File: src/rtl/msrh_csu_csr_seq_if.sv
// CSR access interfaces used by the CSR sequencer.
//   csr_rd_if : combinational read port. The master drives valid/addr and the
//               CSR file returns data in the same cycle.
//   csr_wr_if : write port. The master drives valid/addr/data; the CSR file
//               commits on the rising clock edge while valid is high.
// Handshake rule for both: a transfer happens in every cycle in which valid
// is high. There is no ready; the CSR file must always accept.
`timescale 1ns/1ps

interface csr_rd_if #(
    parameter int XLEN_W = 64
);
    logic              valid;
    logic [11:0]       addr;
    logic [XLEN_W-1:0] data;

    modport master (output valid, output addr, input  data);
    modport slave  (input  valid, input  addr, output data);
endinterface

interface csr_wr_if #(
    parameter int XLEN_W = 64
);
    logic              valid;
    logic [11:0]       addr;
    logic [XLEN_W-1:0] data;

    modport master (output valid, output addr, output data);
    modport slave  (input  valid, input  addr, input  data);
endinterface

File: src/rtl/msrh_csu_csr_seq.sv
// CSR read-modify-write sequencer for CSRRW/CSRRS/CSRRC.
// One request is handled at a time: IDLE -> READ -> WRITE -> RESP -> IDLE.
//
// Ports
//   i_clk, i_reset      : clock, asynchronous active-high reset
//   i_req_*             : request (valid/ready). Accepted when
//                         i_req_valid & o_req_ready & ~i_flush.
//                         op 01=RW, 10=RS, 11=RC, 00 behaves as RW.
//   csr_rd              : read port, asserted for one cycle in READ
//   csr_wr              : write port, asserted for at most one cycle in WRITE
//   o_resp_*/i_resp_ready : response (valid/ready), held stable until ready
//   i_flush             : pipeline kill, drops the request in flight
//   o_dbg_state         : current FSM state
//
// Valid/ready rule: a transfer occurs on a rising edge where valid and ready
// are both high; once valid is raised, the payload is held until the transfer.
`timescale 1ns/1ps

module msrh_csu_csr_seq #(
    parameter int TAG_W  = 4,
    parameter int XLEN_W = 64
) (
    input  logic              i_clk,
    input  logic              i_reset,

    input  logic              i_req_valid,
    output logic              o_req_ready,
    input  logic [1:0]        i_req_op,
    input  logic [11:0]       i_req_addr,
    input  logic [XLEN_W-1:0] i_req_src,
    input  logic              i_req_src_zero,
    input  logic [TAG_W-1:0]  i_req_tag,

    csr_rd_if.master          csr_rd,
    csr_wr_if.master          csr_wr,

    output logic              o_resp_valid,
    input  logic              i_resp_ready,
    output logic [XLEN_W-1:0] o_resp_data,
    output logic [TAG_W-1:0]  o_resp_tag,
    output logic              o_resp_illegal,

    input  logic              i_flush,

    output logic [1:0]        o_dbg_state
);

    typedef enum logic [1:0] {
        S_IDLE  = 2'd0,
        S_READ  = 2'd1,
        S_WRITE = 2'd2,
        S_RESP  = 2'd3
    } state_t;

    state_t            state_q, state_d;

    logic [1:0]        op_q;
    logic [11:0]       addr_q;
    logic [XLEN_W-1:0] src_q;
    logic              src_zero_q;
    logic [TAG_W-1:0]  tag_q;
    logic [XLEN_W-1:0] old_q;

    logic              accept;
    logic              need_wr;
    logic              illegal;
    logic [XLEN_W-1:0] new_val;

    // Ready is masked by reset so it reads 0 for the whole reset window.
    assign o_req_ready = (state_q == S_IDLE) & ~i_reset;
    assign accept      = i_req_valid & o_req_ready & ~i_flush;

    // RS/RC with a zero source are pure reads; RW (and reserved 00) always writes.
    assign need_wr = ~((op_q == 2'b10) | (op_q == 2'b11)) | ~src_zero_q;
    // Address bits [11:10] == 11 mark a read-only CSR.
    assign illegal = need_wr & (addr_q[11:10] == 2'b11);

    always_comb begin
        new_val = src_q;
        case (op_q)
            2'b10:   new_val = old_q | src_q;
            2'b11:   new_val = old_q & ~src_q;
            default: new_val = src_q;
        endcase
    end

    always_ff @(posedge i_clk or posedge i_reset) begin
        if (i_reset) begin
            state_q    <= S_IDLE;
            op_q       <= '0;
            addr_q     <= '0;
            src_q      <= '0;
            src_zero_q <= 1'b0;
            tag_q      <= '0;
            old_q      <= '0;
        end else begin
            state_q <= state_d;
            if (accept) begin
                op_q       <= i_req_op;
                addr_q     <= i_req_addr;
                src_q      <= i_req_src;
                src_zero_q <= i_req_src_zero;
                tag_q      <= i_req_tag;
            end
            if (state_q == S_READ) begin
                old_q <= csr_rd.data;
            end
        end
    end

    always_comb begin
        state_d = state_q;
        case (state_q)
            S_IDLE:  if (accept) state_d = S_READ;
            S_READ:  state_d = i_flush ? S_IDLE : S_WRITE;
            S_WRITE: state_d = i_flush ? S_IDLE : S_RESP;
            // A flush coinciding with ready still just drops the response.
            S_RESP:  if (i_flush | i_resp_ready) state_d = S_IDLE;
            default: state_d = S_IDLE;
        endcase
    end

    assign csr_rd.valid = (state_q == S_READ);
    assign csr_rd.addr  = addr_q;

    // Write is suppressed combinationally by a flush in the same cycle.
    assign csr_wr.valid = (state_q == S_WRITE) & need_wr & ~illegal & ~i_flush;
    assign csr_wr.addr  = addr_q;
    assign csr_wr.data  = new_val;

    assign o_resp_valid   = (state_q == S_RESP) & ~i_flush;
    assign o_resp_data    = old_q;
    assign o_resp_tag     = tag_q;
    assign o_resp_illegal = illegal;

    assign o_dbg_state = state_q;

endmodule

File: src/flat_wrapper.sv
// flat-port wrapper written by rule: the top's interface ports become plain ports
module msrh_csu_csr_seq_flat 
#(
    parameter int TAG_W  = 4,
    parameter int XLEN_W = 64
)
  (i_clk, i_reset, i_req_valid, o_req_ready, i_req_op, i_req_addr, i_req_src, i_req_src_zero, i_req_tag, o_resp_valid, i_resp_ready, o_resp_data, o_resp_tag, o_resp_illegal, i_flush, o_dbg_state, csr_rd_valid, csr_rd_addr, csr_rd_data, csr_wr_valid, csr_wr_addr, csr_wr_data);
  csr_rd_if #(.XLEN_W(XLEN_W)) csr_rd_i ();
  csr_wr_if #(.XLEN_W(XLEN_W)) csr_wr_i ();
  input  logic i_clk;
  input  logic i_reset;
  input  logic i_req_valid;
  output logic o_req_ready;
  input  logic [1:0] i_req_op;
  input  logic [11:0] i_req_addr;
  input  logic [XLEN_W-1:0] i_req_src;
  input  logic i_req_src_zero;
  input  logic [TAG_W-1:0] i_req_tag;
  output logic o_resp_valid;
  input  logic i_resp_ready;
  output logic [XLEN_W-1:0] o_resp_data;
  output logic [TAG_W-1:0] o_resp_tag;
  output logic o_resp_illegal;
  input  logic i_flush;
  output logic [1:0] o_dbg_state;
  output wire logic [$bits(csr_rd_i.valid)-1:0] csr_rd_valid;
  output wire logic [$bits(csr_rd_i.addr)-1:0] csr_rd_addr;
  input wire logic [$bits(csr_rd_i.data)-1:0] csr_rd_data;
  output wire logic [$bits(csr_wr_i.valid)-1:0] csr_wr_valid;
  output wire logic [$bits(csr_wr_i.addr)-1:0] csr_wr_addr;
  output wire logic [$bits(csr_wr_i.data)-1:0] csr_wr_data;
  assign csr_rd_valid = csr_rd_i.valid;
  assign csr_rd_addr = csr_rd_i.addr;
  assign csr_rd_i.data = csr_rd_data;
  assign csr_wr_valid = csr_wr_i.valid;
  assign csr_wr_addr = csr_wr_i.addr;
  assign csr_wr_data = csr_wr_i.data;
  msrh_csu_csr_seq #(.TAG_W(TAG_W), .XLEN_W(XLEN_W)) u_core (.i_clk(i_clk), .i_reset(i_reset), .i_req_valid(i_req_valid), .o_req_ready(o_req_ready), .i_req_op(i_req_op), .i_req_addr(i_req_addr), .i_req_src(i_req_src), .i_req_src_zero(i_req_src_zero), .i_req_tag(i_req_tag), .csr_rd(csr_rd_i), .csr_wr(csr_wr_i), .o_resp_valid(o_resp_valid), .i_resp_ready(i_resp_ready), .o_resp_data(o_resp_data), .o_resp_tag(o_resp_tag), .o_resp_illegal(o_resp_illegal), .i_flush(i_flush), .o_dbg_state(o_dbg_state));
endmodule
File: config.mk
export PLATFORM = sky130hd
export DESIGN_NAME = msrh_csu_csr_seq_flat
export DESIGN_NICKNAME = d
export VERILOG_FILES = /design/src/rtl/msrh_csu_csr_seq_if.sv /design/src/rtl/msrh_csu_csr_seq.sv /design/src/flat_wrapper.sv
export SDC_FILE = /design/constraint.sdc
export NUM_CORES = 1
export LEC_CHECK = 0
export BUFFER_PORTS_ARGS = -buffer_cell sky130_fd_sc_hd__buf_2
export CELL_PAD_IN_SITES_DETAIL_PLACEMENT = 0
export CELL_PAD_IN_SITES_GLOBAL_PLACEMENT = 2
export CORE_MARGIN = 2
export CORE_UTILIZATION = 29
export CTS_CLUSTER_DIAMETER = 50
export DETAILED_ROUTE_END_ITERATION = 16
export GPL_ROUTABILITY_DRIVEN = 0
export PLACE_DENSITY = 0.84
export SKIP_LAST_GASP = 1
export SYNTH_ARGS = -nofsm -noshare
export SYNTH_HDL_FRONTEND = slang
export SYNTH_SLANG_ARGS = --single-unit
File: constraint.sdc
create_clock -name i_clk -period 5.1 [get_ports i_clk]
set_input_delay 0.255 -clock i_clk [delete_from_list [all_inputs] [get_ports i_clk]]
set_output_delay 0.255 -clock i_clk [all_outputs]
set_load 0.01 [all_outputs]
# ---- Word level (Yosys, flattened, before mapping)
# Index checks and enable logic that the tools add are counted.
dict set report totals {
  ff_bits 149
  input_bits 152
}
dict set report classes {
  n_eq_ne 8
  muxes 6
  n_bitwise 19
  reduce_logical 2
}
# operator n
set ops {}
lappend ops {{$pmux 64 s2} 1}
lappend ops {{$and 64x64->64} 1}
lappend ops {{$not 64->64} 1}
lappend ops {{$or 64x64->64} 1}
lappend ops {{$eq 2x2->1 const B} 5}
lappend ops {{$and 1x1->1} 8}
lappend ops {{$mux 2} 4}
lappend ops {{$pmux 2 s4} 1}
lappend ops {{$not 1->1} 5}
lappend ops {{$ne 2x1->1 const B} 2}
lappend ops {{$or 1x1->1} 3}
lappend ops {{$eq 2x1->1 const B} 1}
lappend ops {{$logic_not 2->1} 1}
lappend ops {{$reduce_and 2->1} 1}

# ---- Longest topological paths before layout
# Gate-level depths: netlist of run 1.
dict set report logic_depth {
  word_depth 8
  ltp_mapped 5
}

# ---- Worst setup path after synthesis of run 1
# OpenSTA, ideal clock, no wires.
dict set report synth_timing {
  path_kind {register to register}
  startpoint {reg u_core.state_q[1], in the netlist u_core.o_dbg_state[1]}
  endpoint {reg u_core.addr_q[0], in the netlist u_core.csr_rd.addr[0]}
  setup_time_ns 0.125
  t_arrival_ns 1.488
  setup_slack_ns 3.487
  path_stages_with_launch 6
  cell_sequence {dfrtp_1 -> nor3_2 -> nand3b_1 -> buf_6 -> buf_6 -> mux2_4}
}
dict set report synth_between {
  elab_chain_len 4
}
# item line_no
set synth_rtl {}
lappend synth_rtl {{start, declared} msrh_csu_csr_seq.sv:55} ;# state_t state_q, state_d;
lappend synth_rtl {{start signal, assigned} msrh_csu_csr_seq.sv:97} ;# state_q <= state_d;
lappend synth_rtl {{$logic_not 2->1} msrh_csu_csr_seq.sv:70} ;# assign o_req_ready = (state_q == S_IDLE) & ~i_reset;
lappend synth_rtl {{$and 1x1->1} msrh_csu_csr_seq.sv:70}
lappend synth_rtl {{named net o_req_ready} flat_wrapper.sv:13} ;# output logic o_req_ready;
lappend synth_rtl {{$and 1x1->1 (2 in series)} msrh_csu_csr_seq.sv:71} ;# assign accept = i_req_valid & o_req_ready & ~i_flush;
lappend synth_rtl {{end signal, assigned} msrh_csu_csr_seq.sv:100} ;# addr_q <= i_req_addr;
lappend synth_rtl {{end, declared} msrh_csu_csr_seq.sv:58} ;# logic [11:0] addr_q;
# The timed path passes the listed nets, and every way through them passes these cells.
# A chain may end at the register's enable or synchronous reset.

# ---- Worst setup path in the final report of run 1
dict set report layout_timing {
  startpoint {reg u_core.state_q[0], in the netlist u_core.o_dbg_state[0]}
  endpoint {out csr_rd_valid}
}
dict set report layout_between {
  elab_chain_len 1
}
# item line_no
set layout_rtl {}
lappend layout_rtl {{$eq 2x1->1} msrh_csu_csr_seq.sv:123} ;# assign csr_rd.valid = (state_q == S_READ);
lappend layout_rtl {{end, declared} flat_wrapper.sv:26} ;# output wire logic [$bits(csr_rd_i.valid)-1:0] csr_rd_valid;
# Every way passes these cells.

==> flow_metrics.py, run 1 <==
metrics = {
    "place": {
        "detailed_place_hpwl_mm": 13.3,
        "dp_slack_ns": 2.65,
        "io_buffers": 314,
        "post-place-cells": 1138,
    },
    "power": {
        "ir_worst_vdd_mv": 0.211,
        "p_sw_w": 0.00166,
        "pwr-share-seq_pct": 38.1,
        "p_clk_share_pct": 27.2,
        "comb_power_share_pct": 34.7,
        "p_leak_nw": 4.69,
        "switching_share_pct": 33.9,
        "internal-power_w": 0.00323,
        "p_per_area_nw_per_um2": 534,
    },
    "timing": {
        "final_max_slew_viol_count": 0,
        "tns_ns": 0,
        "worst_slew_pin_slew_ns": 0.970,
        "timing.final.crit_share_pct": 54.7,
        "final.setup.worst_slack_ns": 2.31,
        "fin_crit_ns": 2.79,
        "timing.slew.headroom_pct": 35.1,
        "fmax_mhz": 359,
        "rsz0062_at_grt": "no",
        "hold_violations": 0,
        "whs_ns": 0.0570,
        "finalSetupViolations": 0,
        "clock_skew_ns": 0.0121,
    },
    "yosys": {
        "yosysTopAreaCell": "dfrtp_1",
        "synth_seq_area_share_pct": 55.1,
        "synth_area_leaders": "dfrtp_1, mux2_2, mux2_4, nand2_1, o21ai_0",
        "yosysTopAreaCellShare_pct": 55.1,
        "synthesis.area_sq_um": 6770,
        "synthesis.nets": 698,
        "synth.distinct_cells": 20,
        "synthCells": 546,
        "avgSynthCellArea_sq_um": 12.4,
        "synth_seq_cells": 149,
        "synth_warnings": 0,
    },
    "setup_path": {
        "path_buf_inv": 3,
        "cp-start-kind": "flip-flop",
        "required_ns": 4.85,
        "slowest_stage": "nor2_4",
        "max_stage_delay_ns": 0.73,
        "cp_cell_sequence": "inv_1, nor2_4, buf_4, buf_2",
        "cp-end-kind": "output pin",
        "critPathTopFamily": "buffers and inverters",
        "arrival_ns": 2.53,
        "crit_type": "reg2out",
        "path_max_fanout": 35,
    },
    "clock_tree": {
        "h-tree-depth": 4,
        "cts_root_buf": "clkbuf_16",
        "clk_pin_slew_ns": 0.07,
        "cts_tree": "yes",
        "clkLatencyLatePin_ns": 0.42,
        "cts_sinks": 149,
        "cts_setup_buffers": 0,
        "clk_path_buf_depth": 2,
        "numCtsBuffers": 17,
    },
    "drt": {
        "first_pass_iters": 4,
        "drtAntennaViolNets": 0,
        "vias": 5136,
        "wirelength_mm": 19.0,
        "vias_per_cell": 4.39,
        "wire_per_inst_um": 16.3,
        "drtIter0Drc": 175,
        "route.detailed.drc": 0,
    },
    "grt": {
        "overflow": 0,
        "grt_pass1_vias": 5107,
        "grt_pass1_wl_mm": 29.3,
        "grt_usage_pct": 15.6,
        "antenna_found_initial": 1,
        "grt_max_degree": 102,
    },
    "die": {
        "die_y_um": 157,
        "die_w_um": 157,
        "io_pins": 315,
        "num_rows": 55,
        "die_area_sq_um": 24600,
        "core_sq_um": 22800,
        "initial_core_util_pct": 29.7,
    },
    "job": {
        "timing.max_cap.violations": 0,
    },
    "worst_hold_path": {
        "hold_path_class": "in2reg",
    },
    "final_layout": {
        "area_growth_pct": 35.0,
        "final_util_pct": 40.1,
        "final-seq-area_sq_um": 3730,
        "diodes": 0,
        "final_cell_mix": "buf_2, dfrtp_1, nand2_1",
        "fill_cells": 2273,
        "layout_commonest_cell": "buf_2",
        "multiInputGateArea_sq_um": 2770,
        "drive_above_1_share_pct": 58.6,
        "stdcell_count": 1169,
        "final_nets": 997,
    },
    "run_status": {
        "status": "complete, no violations",
    },
}
[flip-flops by register name, indices dropped and copies added (netlist names)]
signal,count
u_core.o_resp_data,64
u_core.src_q,64
u_core.csr_rd.addr,12
u_core.o_resp_tag,4
u_core.o_dbg_state,2
u_core.op_q,2
u_core.src_zero_q,1
[power by group through the flow]
stage / combinational [W] / clock (W) / sequential, W
2_1_floorplan: 0.000938 / 0 / 0.00193
3_3_place_gp: 0.00170 / 0 / 0.00188
3_5_place_dp: 0.00172 / 0 / 0.00189
4_1_cts: 0.00172 / 0.00137 / 0.00187
5_1_grt: 0.00187 / 0.00144 / 0.00193
6_report: 0.00169 / 0.00133 / 0.00186
[worst reg2reg max path: cells and delay by family, from the launching register on]
family	cells	cell delay (ns)
AND/OR/NAND/NOR	1	0.73
flip-flops	1	0.44
buffers and inverters	2	0.71
multiplexers	1	0.42
[final cells by class]
class	instances	share of cell area, %
multi-input cells	353	30.2
clock inverters	12	1.98
inverters	2	0.137
flip-flops and latches	149	40.8
repair buffers	322	17.9
well taps	313	4.28
clock buffers	18	4.69
[kinds of logic after synthesis]
| family | synth area share [%] |
|---|---|
| multiplexers | 27.7 |
| flip-flops | 55.1 |
| AND/OR/NAND/NOR | 7.89 |
| AO/OA/AOI/OAI | 5.08 |
| buffers and inverters | 4.25 |
[cell usage after synthesis, drive strengths merged]
master	instances
nor2	3
o21ai	64
mux2	147
a31oi	1
a21oi	2
nand2	130
and2	1
dfrtp	149
clkbuf	11
nand3b	1
buf	31
nor3	2
inv	2
a211oi	1
nand2b	1
[through the flow]
stage / power (W) / cell area, sq um
after global placement: 0.00358 / 8520
after floorplan: 0.00287 / 6770
after global routing: 0.00523 / 9140
final: 0.00488 / 9140
after detailed placement: 0.00360 / 8520
after CTS: 0.00497 / 9140
[routing by layer]
layer / routed length, um / vias to the layer above / global-route usage (%)
li1: - / 2460 / -
met1: 8220 / 2443 / 20.1
met2: 9030 / 218 / 25.1
met3: 1610 / 13 / 5.59
met4: 163 / 2 / 3.67
met5: 13 / - / 0
[path summary, 6_finish.rpt]
kind	startpoint	endpoint	slack, ns	cells after the start
max	u_core.o_dbg_state[0]	csr_rd_valid	2.31	4
min	csr_rd_data[13]	u_core.o_resp_data[13]	0.06	2
max reg2reg	u_core.o_dbg_state[0]	u_core.o_resp_data[29]	2.68	4
min reg2reg	u_core.o_resp_tag[1]	u_core.o_resp_tag[1]	0.51	1
max in group asynchronous	i_reset	u_core.src_q[15]	3.78	3
min in group asynchronous	i_reset	u_core.src_q[6]	0.07	2
[timing repair]
action,4_1_cts,5_1_grt
hold endpoints to repair,1,0
gates resized for setup,0,0
hold buffers,1,0
setup endpoints to repair,0,0
Power figures use the tool's default switching activity.
==> run 2, diff against run 1 <==
--- a/config.mk
+++ b/config.mk
@@ -5,15 +5,16 @@
 export SDC_FILE = /design/constraint.sdc
 export NUM_CORES = 1
 export LEC_CHECK = 0
+export ABC_AREA = 1
 export BUFFER_PORTS_ARGS = -buffer_cell sky130_fd_sc_hd__buf_2
 export CELL_PAD_IN_SITES_DETAIL_PLACEMENT = 0
 export CELL_PAD_IN_SITES_GLOBAL_PLACEMENT = 2
 export CORE_MARGIN = 2
-export CORE_UTILIZATION = 29
+export CORE_UTILIZATION = 23
 export CTS_CLUSTER_DIAMETER = 50
 export DETAILED_ROUTE_END_ITERATION = 16
 export GPL_ROUTABILITY_DRIVEN = 0
-export PLACE_DENSITY = 0.84
+export PLACE_DENSITY = 0.8
 export SKIP_LAST_GASP = 1
 export SYNTH_ARGS = -nofsm -noshare
 export SYNTH_HDL_FRONTEND = slang
==> constraint.sdc (replaced) <==
create_clock -name i_clk -period 2.3 [get_ports i_clk]
set_input_delay 0.115 -clock i_clk [delete_from_list [all_inputs] [get_ports i_clk]]
set_output_delay 0.115 -clock i_clk [all_outputs]
set_load 0.01 [all_outputs]
==> run 2 against run 1 <==
Non-clock buffer count rose by 155. Core utilization fell by 3.2 points. Via count rose by 38%. Synthesized area fell by 2.3%. Clock power rose by 100%. Final cell count rose by 40%. Worst setup slack got worse by 2.0 ns. Critical path type unchanged. Largest cell class unchanged.
==> flow_metrics.py, run 2 <==
metrics = {
    "timing": {
        "whs_ns": 0.0173,
        "fin_crit_ns": 1.96,
        "final_max_slew_viol_count": 0,
        "clock_skew_ns": 0.00520,
        "timing.slew.headroom_pct": 41.8,
        "worst_slew_pin_slew_ns": 0.873,
        "finalSetupViolations": 0,
        "fmax_mhz": 510,
        "tns_ns": 0,
        "hold_violations": 0,
        "timing.final.crit_share_pct": 85.3,
        "rsz0062_at_grt": "no",
    },
    "final_layout": {
        "final_cell_mix": "nand2_1, buf_2, dlygate4sd3_1",
        "multiInputGateArea_sq_um": 2510,
        "layout_commonest_cell": "nand2_1",
        "final_nets": 1395,
        "drive_above_1_share_pct": 29.4,
        "final-seq-area_sq_um": 3730,
        "fill_cells": 3100,
        "diodes": 0,
        "area_growth_pct": 59.6,
    },
    "yosys": {
        "avgSynthCellArea_sq_um": 8.14,
        "synthesis.area_sq_um": 6620,
        "synth_seq_area_share_pct": 56.4,
        "synth_seq_cells": 149,
        "synth_area_leaders": "dfrtp_1, nand2_1, a21oi_1, nand3_1, buf_2",
        "yosysTopAreaCell": "dfrtp_1",
        "async_flop_share_pct": 100,
        "synthCells": 813,
        "synth_warnings": 0,
        "synth_common_cells": "nand2_1, dfrtp_1, a21oi_1, nand3_1, buf_2",
        "synth.distinct_cells": 15,
        "synth-edff-count": 0,
        "synthesis.nets": 965,
        "synth-main-ff-cell": "dfrtp_1",
        "synth.most_common_cell": "nand2_1",
        "yosysTopAreaCellShare_pct": 56.4,
    },
    "setup_path": {
        "required_ns": 2.18,
        "cp-start-kind": "flip-flop",
        "path_max_fanout": 20,
        "arrival_ns": 1.85,
        "cp-end-kind": "output pin",
        "crit_type": "reg2out",
    },
    "drt": {
        "drtAntennaViolNets": 0,
        "vias_per_cell": 4.32,
        "vias": 7079,
        "route.detailed.drc": 0,
        "wirelength_mm": 25.3,
        "wire_per_inst_um": 15.4,
        "drtIter0Drc": 346,
        "first_pass_iters": 5,
    },
    "die": {
        "num_rows": 62,
        "initial_core_util_pct": 23.2,
        "die_y_um": 174,
        "core_sq_um": 28500,
        "die_area_sq_um": 30100,
        "io_pins": 315,
        "die_w_um": 174,
    },
    "grt": {
        "grt_usage_pct": 17.2,
        "grt_max_degree": 150,
        "overflow": 0,
        "grt_pass1_wl_mm": 40.8,
        "antenna_found_initial": 0,
        "grt_pass1_vias": 7437,
    },
    "power": {
        "power_w": 0.0139,
        "p_per_area_nw_per_um2": 1320,
        "ir_worst_vdd_mv": 0.483,
        "p_leak_nw": 5.67,
    },
    "job": {
        "timing.max_cap.violations": 0,
    },
    "clock_tree": {
        "cts_tree": "yes",
        "clkLatencyLatePin_ns": 0.42,
        "clk_pin_slew_ns": 0.07,
        "cts_root_buf": "clkbuf_16",
        "cts_resized": 0,
        "cts_sinks": 149,
        "numCtsBuffers": 17,
        "clk_path_buf_depth": 2,
        "h-tree-depth": 4,
    },
    "worst_hold_path": {
        "hold_path_class": "in2async",
    },
    "place": {
        "io_buffers": 314,
        "detailed_place_hpwl_mm": 15.9,
    },
    "run_status": {
        "status": "complete, no violations",
    },
}
[run 2: stage by stage]
stage                     std cells  utilization (%)  area (sq um)  setup slack [ns]
after detailed placement       1459             29.8          8510             0.649
after CTS                      1640             37.0         10600             0.285
after floorplan                 813                -          6620            -0.774
final                          1640             37.0         10600             0.338
after global routing           1640             37.0         10600             0.212
after global placement         1459             29.8          8510             0.680
[run 2: layer usage]
layer / vias up / part of all wire [%] / GRT usage (%)
met3: 38 / 6.2 / 4.54
met4: 0 / 2.4 / 6.02
met2: 244 / 48 / 28.8
li1: 3486 / - / -
met1: 3311 / 44 / 21.5
met5: - / 0 / 0
[run 2: final timing paths]
kind	startpoint	to	slack [ns]	cells past startpoint
hold / removal	i_reset	u_core.csr_rd.addr[11]	0.02	3
max in group asynchronous	i_reset	u_core.op_q[1]	1.57	3
min in group i_clk	i_resp_ready	u_core.o_dbg_state[0]	0.09	6
hold reg to reg	u_core.o_resp_tag[0]	u_core.o_resp_tag[0]	0.47	2
setup reg to reg	u_core.o_dbg_state[1]	u_core.src_q[44]	0.66	5
setup / recovery	u_core.o_dbg_state[0]	csr_rd_valid	0.34	5
[run 2: logic make-up after synthesis]
group / count (synthesis) / synth area share (%)
compound gates: 131 / 9.91
buf+inv: 75 / 5.96
flops: 149 / 56.4
simple gates: 458 / 27.8
[run 2: critical path: stages (launching register included)]
cell     delay, ns
dfrtp_1       0.50
inv_2         0.05
or2_2         0.33
inv_2         0.08
buf_4         0.27
buf_2         0.19
[run 2: layout make-up]
cell class                      count  area share [%]
Sequential cell                   149            35.3
Timing Repair Buffer              477            30.7
Multi-Input combinational cell    589            23.8
Tap cell                          384            4.55
Clock buffer                       18            4.16
Clock inverter                     14            1.13
Inverter                            9           0.355
[run 2: power by group]
group | leakage (nW) | switching (W) | internal (W)
Clock | 0.269 | 0.00125 | 0.00145
Sequential | 1.85 | 0.00105 | 0.00390
Combinational | 3.55 | 0.00378 | 0.00249
[run 2: timing repair]
item                                    CTS  global route
hold endpoints to repair                148             0
hold buffers                            149             0
setup buffers                             0             0
endpoints found under the setup margin    0             0
==> run 3, diff against run 2 <==
--- a/config.mk
+++ b/config.mk
@@ -5,12 +5,11 @@
 export SDC_FILE = /design/constraint.sdc
 export NUM_CORES = 1
 export LEC_CHECK = 0
-export ABC_AREA = 1
 export BUFFER_PORTS_ARGS = -buffer_cell sky130_fd_sc_hd__buf_2
 export CELL_PAD_IN_SITES_DETAIL_PLACEMENT = 0
 export CELL_PAD_IN_SITES_GLOBAL_PLACEMENT = 2
 export CORE_MARGIN = 2
-export CORE_UTILIZATION = 23
+export CORE_UTILIZATION = 26
 export CTS_CLUSTER_DIAMETER = 50
 export DETAILED_ROUTE_END_ITERATION = 16
 export GPL_ROUTABILITY_DRIVEN = 0
==> run 3 against run 2 <==
Hold slack better by 0.024 ns. Count of clock-buffer cells in the layout is 3 higher. Sequential share of layout area is 0.62 points lower. Core utilization is 4.6 points higher. Die area is 9.2% lower. Total power is 21% lower. Highest routed layer unchanged.
==> flow_metrics.py, run 3 (synthesis gave the netlist of run 1 again) <==
metrics = {
    "run_status": {
        "status": "complete, no violations",
    },
    "power": {
        "ir_worst_vdd_mv": 0.463,
        "internal-power_w": 0.00729,
        "p_per_area_nw_per_um2": 1030,
        "p_sw_w": 0.00375,
        "p_leak_nw": 5.35,
        "p_clk_share_pct": 26.1,
        "switching_share_pct": 34.0,
        "pwr-share-seq_pct": 37.5,
        "comb_power_share_pct": 36.4,
    },
    "clock_tree": {
        "cts_setup_buffers": 0,
        "cts_root_buf": "clkbuf_16",
        "cts_tree": "yes",
        "numCtsBuffers": 17,
        "clk_path_buf_depth": 2,
        "cts_sinks": 149,
        "clk_pin_slew_ns": 0.06,
        "h-tree-depth": 4,
        "clkLatencyLatePin_ns": 0.41,
    },
    "timing": {
        "finalSetupViolations": 0,
        "hold_violations": 0,
        "clock_skew_ns": 0.0102,
        "rsz0062_at_grt": "no",
        "whs_ns": 0.0409,
        "final_max_slew_viol_count": 0,
        "fmax_mhz": 547,
        "timing.slew.headroom_pct": 69.3,
        "fin_crit_ns": 1.83,
        "worst_slew_pin_slew_ns": 0.459,
        "timing.final.crit_share_pct": 79.5,
        "tns_ns": 0,
    },
    "final_layout": {
        "final_nets": 1149,
        "area_growth_pct": 58.7,
        "fill_cells": 2508,
        "diodes": 0,
        "multiInputGateArea_sq_um": 2770,
        "final_cell_mix": "buf_2, dlygate4sd3_1, dfrtp_1",
        "drive_above_1_share_pct": 50.1,
        "layout_commonest_cell": "buf_2",
        "final-seq-area_sq_um": 3730,
    },
    "job": {
        "timing.max_cap.violations": 0,
    },
    "grt": {
        "grt_pass1_wl_mm": 30.9,
        "grt_max_degree": 72,
        "grt_usage_pct": 14.5,
        "antenna_found_initial": 0,
        "overflow": 0,
        "grt_pass1_vias": 5749,
    },
    "place": {
        "io_buffers": 314,
        "detailed_place_hpwl_mm": 13.8,
    },
    "setup_path": {
        "path_max_fanout": 31,
        "cp-end-kind": "output pin",
        "cp-start-kind": "flip-flop",
        "required_ns": 2.18,
        "crit_type": "reg2out",
        "arrival_ns": 1.71,
    },
    "worst_hold_path": {
        "hold_path_class": "in2reg",
    },
    "die": {
        "die_w_um": 165,
        "die_area_sq_um": 27400,
        "core_sq_um": 25800,
        "initial_core_util_pct": 26.2,
        "num_rows": 59,
        "die_y_um": 165,
        "io_pins": 315,
    },
    "drt": {
        "drtIter0Drc": 264,
        "wirelength_mm": 20.3,
        "vias_per_cell": 4.23,
        "drtAntennaViolNets": 0,
        "vias": 5689,
        "route.detailed.drc": 0,
        "first_pass_iters": 4,
        "wire_per_inst_um": 15.1,
    },
}
run 3: cell count changes in the layout (fill, tap and decap cells not counted), moves of 4 or more:
| cell | previous run | this run |
|---|---|---|
| a21oi_1 | 129 | 2 |
| inv_2 | 4 | 0 |
| mux2_2 | 0 | 88 |
| mux2_4 | 0 | 59 |
| nand2_1 | 364 | 129 |
| nand3_1 | 84 | 0 |
| o21ai_0 | 2 | 64 |
run 3: metrics by stage:
step                      total power [W]  cell area (sq um)  util (%)  setup slack [ns]  instances
after floorplan                   0.00635               6780         -             0.310        546
after global placement            0.00798               8650      33.5             0.590       1164
after detailed placement          0.00804               8650      33.5             0.498       1164
after CTS                          0.0112              10700      41.6             0.380       1345
after global routing               0.0118              10700      41.6             0.329       1345
final                              0.0110              10700      41.6             0.471       1345
run 3: layout make-up:
class | instances | area share (%)
Clock buffer | 21 | 4.19
Clock inverter | 11 | 1.41
Inverter | 2 | 0.105
Multi-Input combinational cell | 353 | 25.7
Sequential cell | 149 | 34.7
Tap cell | 335 | 3.90
Timing Repair Buffer | 474 | 30.0
run 3: power groups by stage:
| stage | clock (W) | sequential [W] | combinational, W |
|---|---|---|---|
| global placement | 0 | 0.00416 | 0.00382 |
| floorplan | 0 | 0.00427 | 0.00208 |
| CTS | 0.00299 | 0.00414 | 0.00408 |
| global route | 0.00310 | 0.00427 | 0.00441 |
| finish | 0.00288 | 0.00414 | 0.00402 |
| detailed placement | 0 | 0.00418 | 0.00386 |
run 3: worst paths after layout:
check	startpoint	end	slack, ns	depth (start not counted)
max	u_core.op_q[0]	csr_wr_data[4]	0.47	5
min	i_resp_ready	u_core.o_dbg_state[1]	0.04	3
max reg2reg	u_core.o_dbg_state[1]	u_core.src_q[20]	0.50	4
min reg2reg	u_core.o_resp_tag[0]	u_core.o_resp_tag[0]	0.52	1
max in group asynchronous	i_reset	u_core.o_resp_data[34]	1.29	4
min in group asynchronous	i_reset	u_core.o_resp_data[5]	0.27	3
run 3: what timing repair did:
action	CTS	global route
hold buffers	149	0
endpoints found under the hold margin	163	0
gates resized for setup	0	0
run 3: worst max-delay path, stage by stage, from the launching register on:
cell,delay (ns)
dfrtp_1,0.41
nand2_2,0.09
buf_4,0.36
nand2_1,0.08
o21ai_0,0.14
buf_2,0.21
run 3: routing by layer:
metal,share of wire (%),global-route usage (%),vias up
met2,49,25.2,187
met4,1.2,3.68,0
met3,6.8,4.22,18
li1,-,-,2759
met5,0,0,-
met1,43,17.6,2725
